## src/rtl/ext_irq_pkg.sv

```systemverilog
// Register map and shared constants for the machine external interrupt controller.
package ext_irq_pkg;

    localparam logic [7:0]  REG_PENDING   = 8'h00;
    localparam logic [7:0]  REG_ENABLE    = 8'h04;
    localparam logic [7:0]  REG_THRESHOLD = 8'h08;
    localparam logic [7:0]  REG_CLAIM     = 8'h0C;
    localparam logic [7:0]  REG_PRIO_BASE = 8'h10;

    localparam int unsigned IRQ_ID_W  = 5;
    localparam logic [31:0] MEI_CAUSE = 32'h8000_000b;

endpackage

```

## src/rtl/irq_gateway.sv

```systemverilog
// Per-source level gateway: latches a request until claimed, blocks re-entry until completed.
// Optional IRQ_SYNC_EN adds a 2-flop input synchronizer ahead of the gateway.
module irq_gateway (
    input  logic clock,
    input  logic reset_n,
    input  logic src,
    input  logic claim,
    input  logic complete,
    output logic pending,
    output logic in_service
);

    logic src_q;

`ifdef IRQ_SYNC_EN
    logic [1:0] sync;

    always_ff @(posedge clock) begin
        if (!reset_n) sync <= '0;
        else          sync <= {sync[0], src};
    end

    assign src_q = sync[1];
`else
    assign src_q = src;
`endif

    // pending and in_service are never both set, so claim and a new set cannot collide
    always_ff @(posedge clock) begin
        if (!reset_n) begin
            pending    <= 1'b0;
            in_service <= 1'b0;
        end else begin
            if (claim) begin
                pending    <= 1'b0;
                in_service <= 1'b1;
            end else if (src_q && !pending && !in_service) begin
                pending <= 1'b1;
            end
            if (complete) in_service <= 1'b0;
        end
    end

endmodule

```

## src/rtl/ext_irq_ctrl.sv

```systemverilog
// Machine external interrupt controller: register file, priority arbiter and registered int_req/irq_id.
// Build option IRQ_SYNC_EN (in irq_gateway) synchronizes irq_src before the gateways.
module ext_irq_ctrl
    import ext_irq_pkg::*;
#(
    parameter int unsigned NUM_SRC = 8,
    parameter int unsigned PRIO_W  = 3
) (
    input  logic                clock,
    input  logic                reset_n,
    input  logic [NUM_SRC-1:0]  irq_src,
    input  logic [7:0]          reg_addr,
    input  logic [31:0]         reg_wdata,
    input  logic                reg_w_en,
    input  logic                reg_r_en,
    output logic [31:0]         reg_rdata,
    output logic                int_req,
    output logic [IRQ_ID_W-1:0] irq_id
);

    logic [NUM_SRC-1:0]  enable;
    logic [PRIO_W-1:0]   threshold;
    logic [PRIO_W-1:0]   prio [NUM_SRC];

    logic [NUM_SRC-1:0]  pend;
    logic [NUM_SRC-1:0]  in_svc;
    logic [NUM_SRC-1:0]  claim_vec;
    logic [NUM_SRC-1:0]  complete_vec;

    logic                any_elig;
    logic [IRQ_ID_W-1:0] best_id;
    logic [PRIO_W-1:0]   best_prio;

    logic [7:0]          prio_off;
    logic                prio_hit;
    logic                claim_hit;
    logic                unused_bits;

    assign prio_off    = reg_addr - REG_PRIO_BASE;
    assign prio_hit    = (reg_addr >= REG_PRIO_BASE) && (prio_off[1:0] == 2'b00);
    assign claim_hit   = (reg_addr == REG_CLAIM);
    assign unused_bits = ^{reg_wdata, in_svc};

    genvar g;
    for (g = 0; g < NUM_SRC; g++) begin : g_gw
        irq_gateway u_gw (
            .clock      (clock),
            .reset_n    (reset_n),
            .src        (irq_src[g]),
            .claim      (claim_vec[g]),
            .complete   (complete_vec[g]),
            .pending    (pend[g]),
            .in_service (in_svc[g])
        );
    end

    // Ascending scan with strict '>' gives ties to the lowest ID
    always_comb begin
        any_elig  = 1'b0;
        best_id   = '0;
        best_prio = '0;
        for (int unsigned i = 0; i < NUM_SRC; i++) begin
            if (pend[i] && enable[i] && (prio[i] > threshold) &&
                (!any_elig || (prio[i] > best_prio))) begin
                any_elig  = 1'b1;
                best_prio = prio[i];
                best_id   = IRQ_ID_W'(i + 1);
            end
        end
    end

    always_comb begin
        claim_vec    = '0;
        complete_vec = '0;
        for (int unsigned i = 0; i < NUM_SRC; i++) begin
            claim_vec[i]    = reg_r_en && claim_hit && any_elig &&
                              (best_id == IRQ_ID_W'(i + 1));
            complete_vec[i] = reg_w_en && claim_hit &&
                              (reg_wdata[IRQ_ID_W-1:0] == IRQ_ID_W'(i + 1));
        end
    end

    always_comb begin
        reg_rdata = '0;
        if (reg_r_en) begin
            case (reg_addr)
                REG_PENDING:   reg_rdata[NUM_SRC-1:0]  = pend;
                REG_ENABLE:    reg_rdata[NUM_SRC-1:0]  = enable;
                REG_THRESHOLD: reg_rdata[PRIO_W-1:0]   = threshold;
                REG_CLAIM:     reg_rdata[IRQ_ID_W-1:0] = best_id;
                default: begin
                    for (int unsigned i = 0; i < NUM_SRC; i++) begin
                        if (prio_hit && (prio_off[7:2] == 6'(i))) reg_rdata[PRIO_W-1:0] = prio[i];
                    end
                end
            endcase
        end
    end

    always_ff @(posedge clock) begin
        if (!reset_n) begin
            enable    <= '0;
            threshold <= '0;
            for (int unsigned i = 0; i < NUM_SRC; i++) prio[i] <= '0;
            int_req   <= 1'b0;
            irq_id    <= '0;
        end else begin
            if (reg_w_en) begin
                if (reg_addr == REG_ENABLE)    enable    <= reg_wdata[NUM_SRC-1:0];
                if (reg_addr == REG_THRESHOLD) threshold <= reg_wdata[PRIO_W-1:0];
                for (int unsigned i = 0; i < NUM_SRC; i++) begin
                    if (prio_hit && (prio_off[7:2] == 6'(i))) prio[i] <= reg_wdata[PRIO_W-1:0];
                end
            end
            int_req <= any_elig;
            irq_id  <= best_id;
        end
    end

endmodule

```

## config.mk

```make
export PLATFORM = sky130hd
export DESIGN_NAME = ext_irq_ctrl
export DESIGN_NICKNAME = d
export VERILOG_FILES = /design/src/rtl/ext_irq_pkg.sv /design/src/rtl/irq_gateway.sv /design/src/rtl/ext_irq_ctrl.sv
export SDC_FILE = /design/constraint.sdc
export NUM_CORES = 1
export LEC_CHECK = 0
export CORE_ASPECT_RATIO = 0.75
export CORE_MARGIN = 2
export CORE_UTILIZATION = 44
export DETAILED_ROUTE_END_ITERATION = 8
export PLACE_DENSITY = 0.7
export REMOVE_ABC_BUFFERS = 1
export SKIP_LAST_GASP = 1
export SLEW_MARGIN = 20
export SYNTH_ARGS = -nofsm -noshare
export SYNTH_HDL_FRONTEND = slang
export SYNTH_HIERARCHICAL = 1
export SYNTH_SLANG_ARGS = --single-unit
```

## constraint.sdc

```tcl
create_clock -name clock -period 24.9 [get_ports clock]
set_input_delay 2.49 -clock clock [delete_from_list [all_inputs] [get_ports clock]]
set_output_delay 2.49 -clock clock [all_outputs]
set_load 0.02 [all_outputs]
```

==> results list <==
- The run finished with clean final reports.
- Entering global routing, the biggest net connects 30 pins.
- The number of global-route vias before repair is 3724.
- In the synthesized netlist the async set-or-reset flop fraction comes to 0%.
* Final weighted congestion of routability-driven global placement: 0.912
* CTS Buf Count: 5
- The total overflow left after global routing is 0.
* Endpoint arrival time on the critical path: 12.92 ns
- Category of the worst setup path capture point: output pin
- Maximum clock frequency: 64.9 MHz
* Commonest non-fill, non-tap cell in the layout: sky130_fd_sc_hd__nor2_1
- Avg Synthesized Cell Area: 8.70 µm²
- Category of the critical setup timing path: reg -> out
- Fraction of layout instances using a drive strength above 1: 5.85%
- Drt wl/cell: 17.8 µm
- Area of the multi-input gates: 2800 µm²
- The detail route stage leaves a number of antenna-violating nets equal to 0.
* Post-cts hold buffer count: 0
* Reg power frac: 49.5%
* LEAKAGE: 0.00204 µW
- Pwr Density: 41.5 nW/µm²
* Longest individual stage delay on the worst path: 0.62 ns
* Worst Max-Slew Pin Slew: 0.778 ns
* Net Sw Power: 52.4 µW
- Global routing used 22.3% of the available tracks across all layers.
- In the post-synthesis netlist, the biggest area contributors are sky130_fd_sc_hd__edfxtp_1, sky130_fd_sc_hd__dfxtp_1, sky130_fd_sc_hd__ha_1.
* Number of antenna violations at the first check in global routing: 0
- Cts repair resizes: 0
* Number of synthesized register bits: 56
* Maximum fanout along the worst path: 9
* Starting Density: 45.7%
- Number of placed instances, taps included: 671
* TritonCTS clock tree: built
- The tightest hold path in the finished design has a slack of 0.504 ns.
* Worst skew pair latency: 0.29 ns
* Number of input and output port buffers inserted: 40
* Clock sink count: 56
* Max-slew violation count: 0
- Final Setup Violations: 0
* Crit path buffers/inverters: 4
- Total die area: 10900 µm²
- Registers take 1360 µm².
- The first detailed-routing pass ran for 5 iterations.
- Critical path launch point type: register
- Ports placed on the boundary: 90
- Post-synth EDFFs: 24
- Net switching share of the total power: 25.1%
- In this design, the critical path's most frequently occurring cell is sky130_fd_sc_hd__ha_1.
- Post-DP HPWL: 9460 µm
- Dividing the detail-routed via count by the number of cells gives 5.77.
- Most frequent cells in the layout: sky130_fd_sc_hd__nor2_1, sky130_fd_sc_hd__ha_1, sky130_fd_sc_hd__clkdlybuf4s50_1
* Xor/xnor share of the synthesized area: 0%
* Number of buffers between clock root and the deepest sink: 2
* Design internal power: 156 µW
- Clk Tree Root Cell: sky130_fd_sc_hd__clkbuf_16
* Clock slew at the register clock pins of the worst setup and hold paths: 0.07 ns
* Synth Instances: 511
* Compound-gate portion of the synthesized area: 19.2%
- Core Area: 9740 µm²
* Final cell count without fillers: 679
* Post-synthesis share of cell area spent on and, or, nand and nor gates: 23.0%
- Share of cell area taken by muxes after synthesis: 6.02%
- Synthesized area: 4450 µm²
- Die Span X: 120 µm
- Between clock sinks in the finished design, the worst skew comes to 0.00366 ns.
- Comb power frac: 14.5%
* Number of max-cap violations: 0
- Min cycle time layout: 15.41 ns
* Number of unique standard cell types used by synthesis: 71
- Number of nets in the layout: 643
- After synthesis, the largest family of logic cells by area is simple AND/OR/NAND/NOR gates.
- Post-Synth Adder-Cell Area: 12.7%
* Drt first-iter violations: 365
* Worst max-slew margin expressed relative to the limit: 48.0%
* Leading area contributor after synthesis: sky130_fd_sc_hd__edfxtp_1
* Share of the cycle needed by the critical path after routing: 61.9%
- Setup repair after global routing missed its margin: no
- Compared with the post-synthesis result, the final layout area differs by 13.1%.
- The H-tree generated during clock tree synthesis spans 2 levels.
* Slowest-stage cell, CP: sky130_fd_sc_hd__clkdlybuf4s50_1
* Worst path required time: 22.41 ns
- Share of synthesized area occupied by flip-flops and latches: 30.6%
- Summing over every cut layer, the via total after detailed routing is 3920.
- In the final timing run, aggregate negative setup slack is 0 ns.
- Overall power of the completed layout: 209 µW
* Proportion of netlist area held by the largest area contributor: 16.2%
* First-pass GRT wire length: 19200 µm
- Path type of the worst min-delay path: reg -> reg
- Clock network power share: 35.9%
- The initialized floorplan defines 31 standard-cell rows.
- Peak ir drop on the vdd network: 0.0350 mV
- Post-CTS timing repair inserted 0 buffers for setup.
- After filler insertion, the fill cell instance count of the layout stands at 903.
* Dominant register cell in the synthesized netlist: sky130_fd_sc_hd__dfxtp_1
- Die outline height: 91.1 µm
- Warnings from Yosys: 6
- 0 antenna diodes ended up in the layout.
- The number of failing hold endpoints at the final stage came to 0.
- For this block, the routed nets add up to 12100 µm of wire.
- After detailed routing, the number of remaining DRC violations is 0.
* Crit-path leading delay family: compound AO/OA/AOI/OAI gates
-- worst min-delay path, cell delays in order, from the launching register on --
cell                      delay (ns)
sky130_fd_sc_hd__dfxtp_1        0.31
sky130_fd_sc_hd__nor2_1         0.10
sky130_fd_sc_hd__nor3b_1        0.05
-- area by class of cell --
| cell class | instances | area share [%] |
|---|---|---|
| Clock buffer | 7 | 3.14 |
| Clock inverter | 1 | 0.0996 |
| Inverter | 32 | 2.39 |
| Multi-Input combinational cell | 409 | 55.7 |
| Sequential cell | 56 | 27.1 |
| Tap cell | 132 | 3.29 |
| Timing Repair Buffer | 42 | 8.26 |
-- cell families (layout without fill, tap and decap cells) --
kind of cell,count (synthesis),in the layout
buffers and inverters,70,82
adder cells (fa/ha/maj),45,45
AND/OR/NAND/NOR,207,207
flip-flops,56,56
other,1,25
multiplexers,24,24
AO/OA/AOI/OAI,108,108
-- metrics by stage --
stage | instance area, µm² | worst slack (ns) | utilization (%)
2_1_floorplan | 4280 | 12.37 | -
3_3_place_gp | 4860 | 10.26 | 50.0
3_5_place_dp | 4860 | 10.10 | 50.0
4_1_cts | 5030 | 9.67 | 51.6
5_1_grt | 5030 | 8.56 | 51.6
6_report | 5030 | 9.49 | 51.6
-- per-layer routing --
layer | wire length (µm) | track usage, % | vias to the layer above
met5 | 0 | 0 | -
met4 | 189 | 4.90 | 0
met3 | 961 | 3.20 | 19
met2 | 5280 | 34.9 | 187
met1 | 5630 | 32.5 | 1837
li1 | - | - | 1877
-- synthesized netlist by cell type, drive strengths merged, types with 5 or more instances --
cell type / count
inv: 32
nand2: 35
nand3: 15
edfxtp: 24
a31oi: 7
nor3b: 10
mux2i: 20
and2: 5
clkbuf: 7
or2: 6
o21a: 8
nor2b: 24
o31ai: 5
nor3: 13
o21ai: 18
ha: 45
buf: 31
nor2: 79
dfxtp: 32
o211a: 8
a21oi: 14
-- path summary, 6_finish.rpt --
path | startpoint | endpoint | slack (ns) | cells past startpoint
worst max-delay path | threshold[1] | reg_rdata[3] | 9.49 | 58
worst min-delay path | g_gw[0].u_gw/in_service | g_gw[0].u_gw/in_service | 0.50 | 2
worst max register to register | threshold[1] | g_gw[1].u_gw/in_service | 12.30 | 58
worst min register to register | g_gw[0].u_gw/in_service | g_gw[0].u_gw/in_service | 0.50 | 2
-- power by group through the flow --
| stage | clock (µW) | sequential (µW) | combinational [µW] |
|---|---|---|---|
| floorplan | 0 | 103 | 18.4 |
| global placement | 0 | 105 | 28.3 |
| detailed placement | 0 | 105 | 29.8 |
| CTS | 76.1 | 103 | 30.1 |
| global route | 79.4 | 104 | 33.6 |
| finish | 75.0 | 103 | 30.3 |
-- state kept, by name, indices dropped and copies added, names as in the netlist --
register	cells
prio	24
enable	8
g_gw.u_gw/in_service	8
g_gw.u_gw/pending	8
irq_id	4
threshold	3
int_req	1
(Power assumes the default switching activity.)
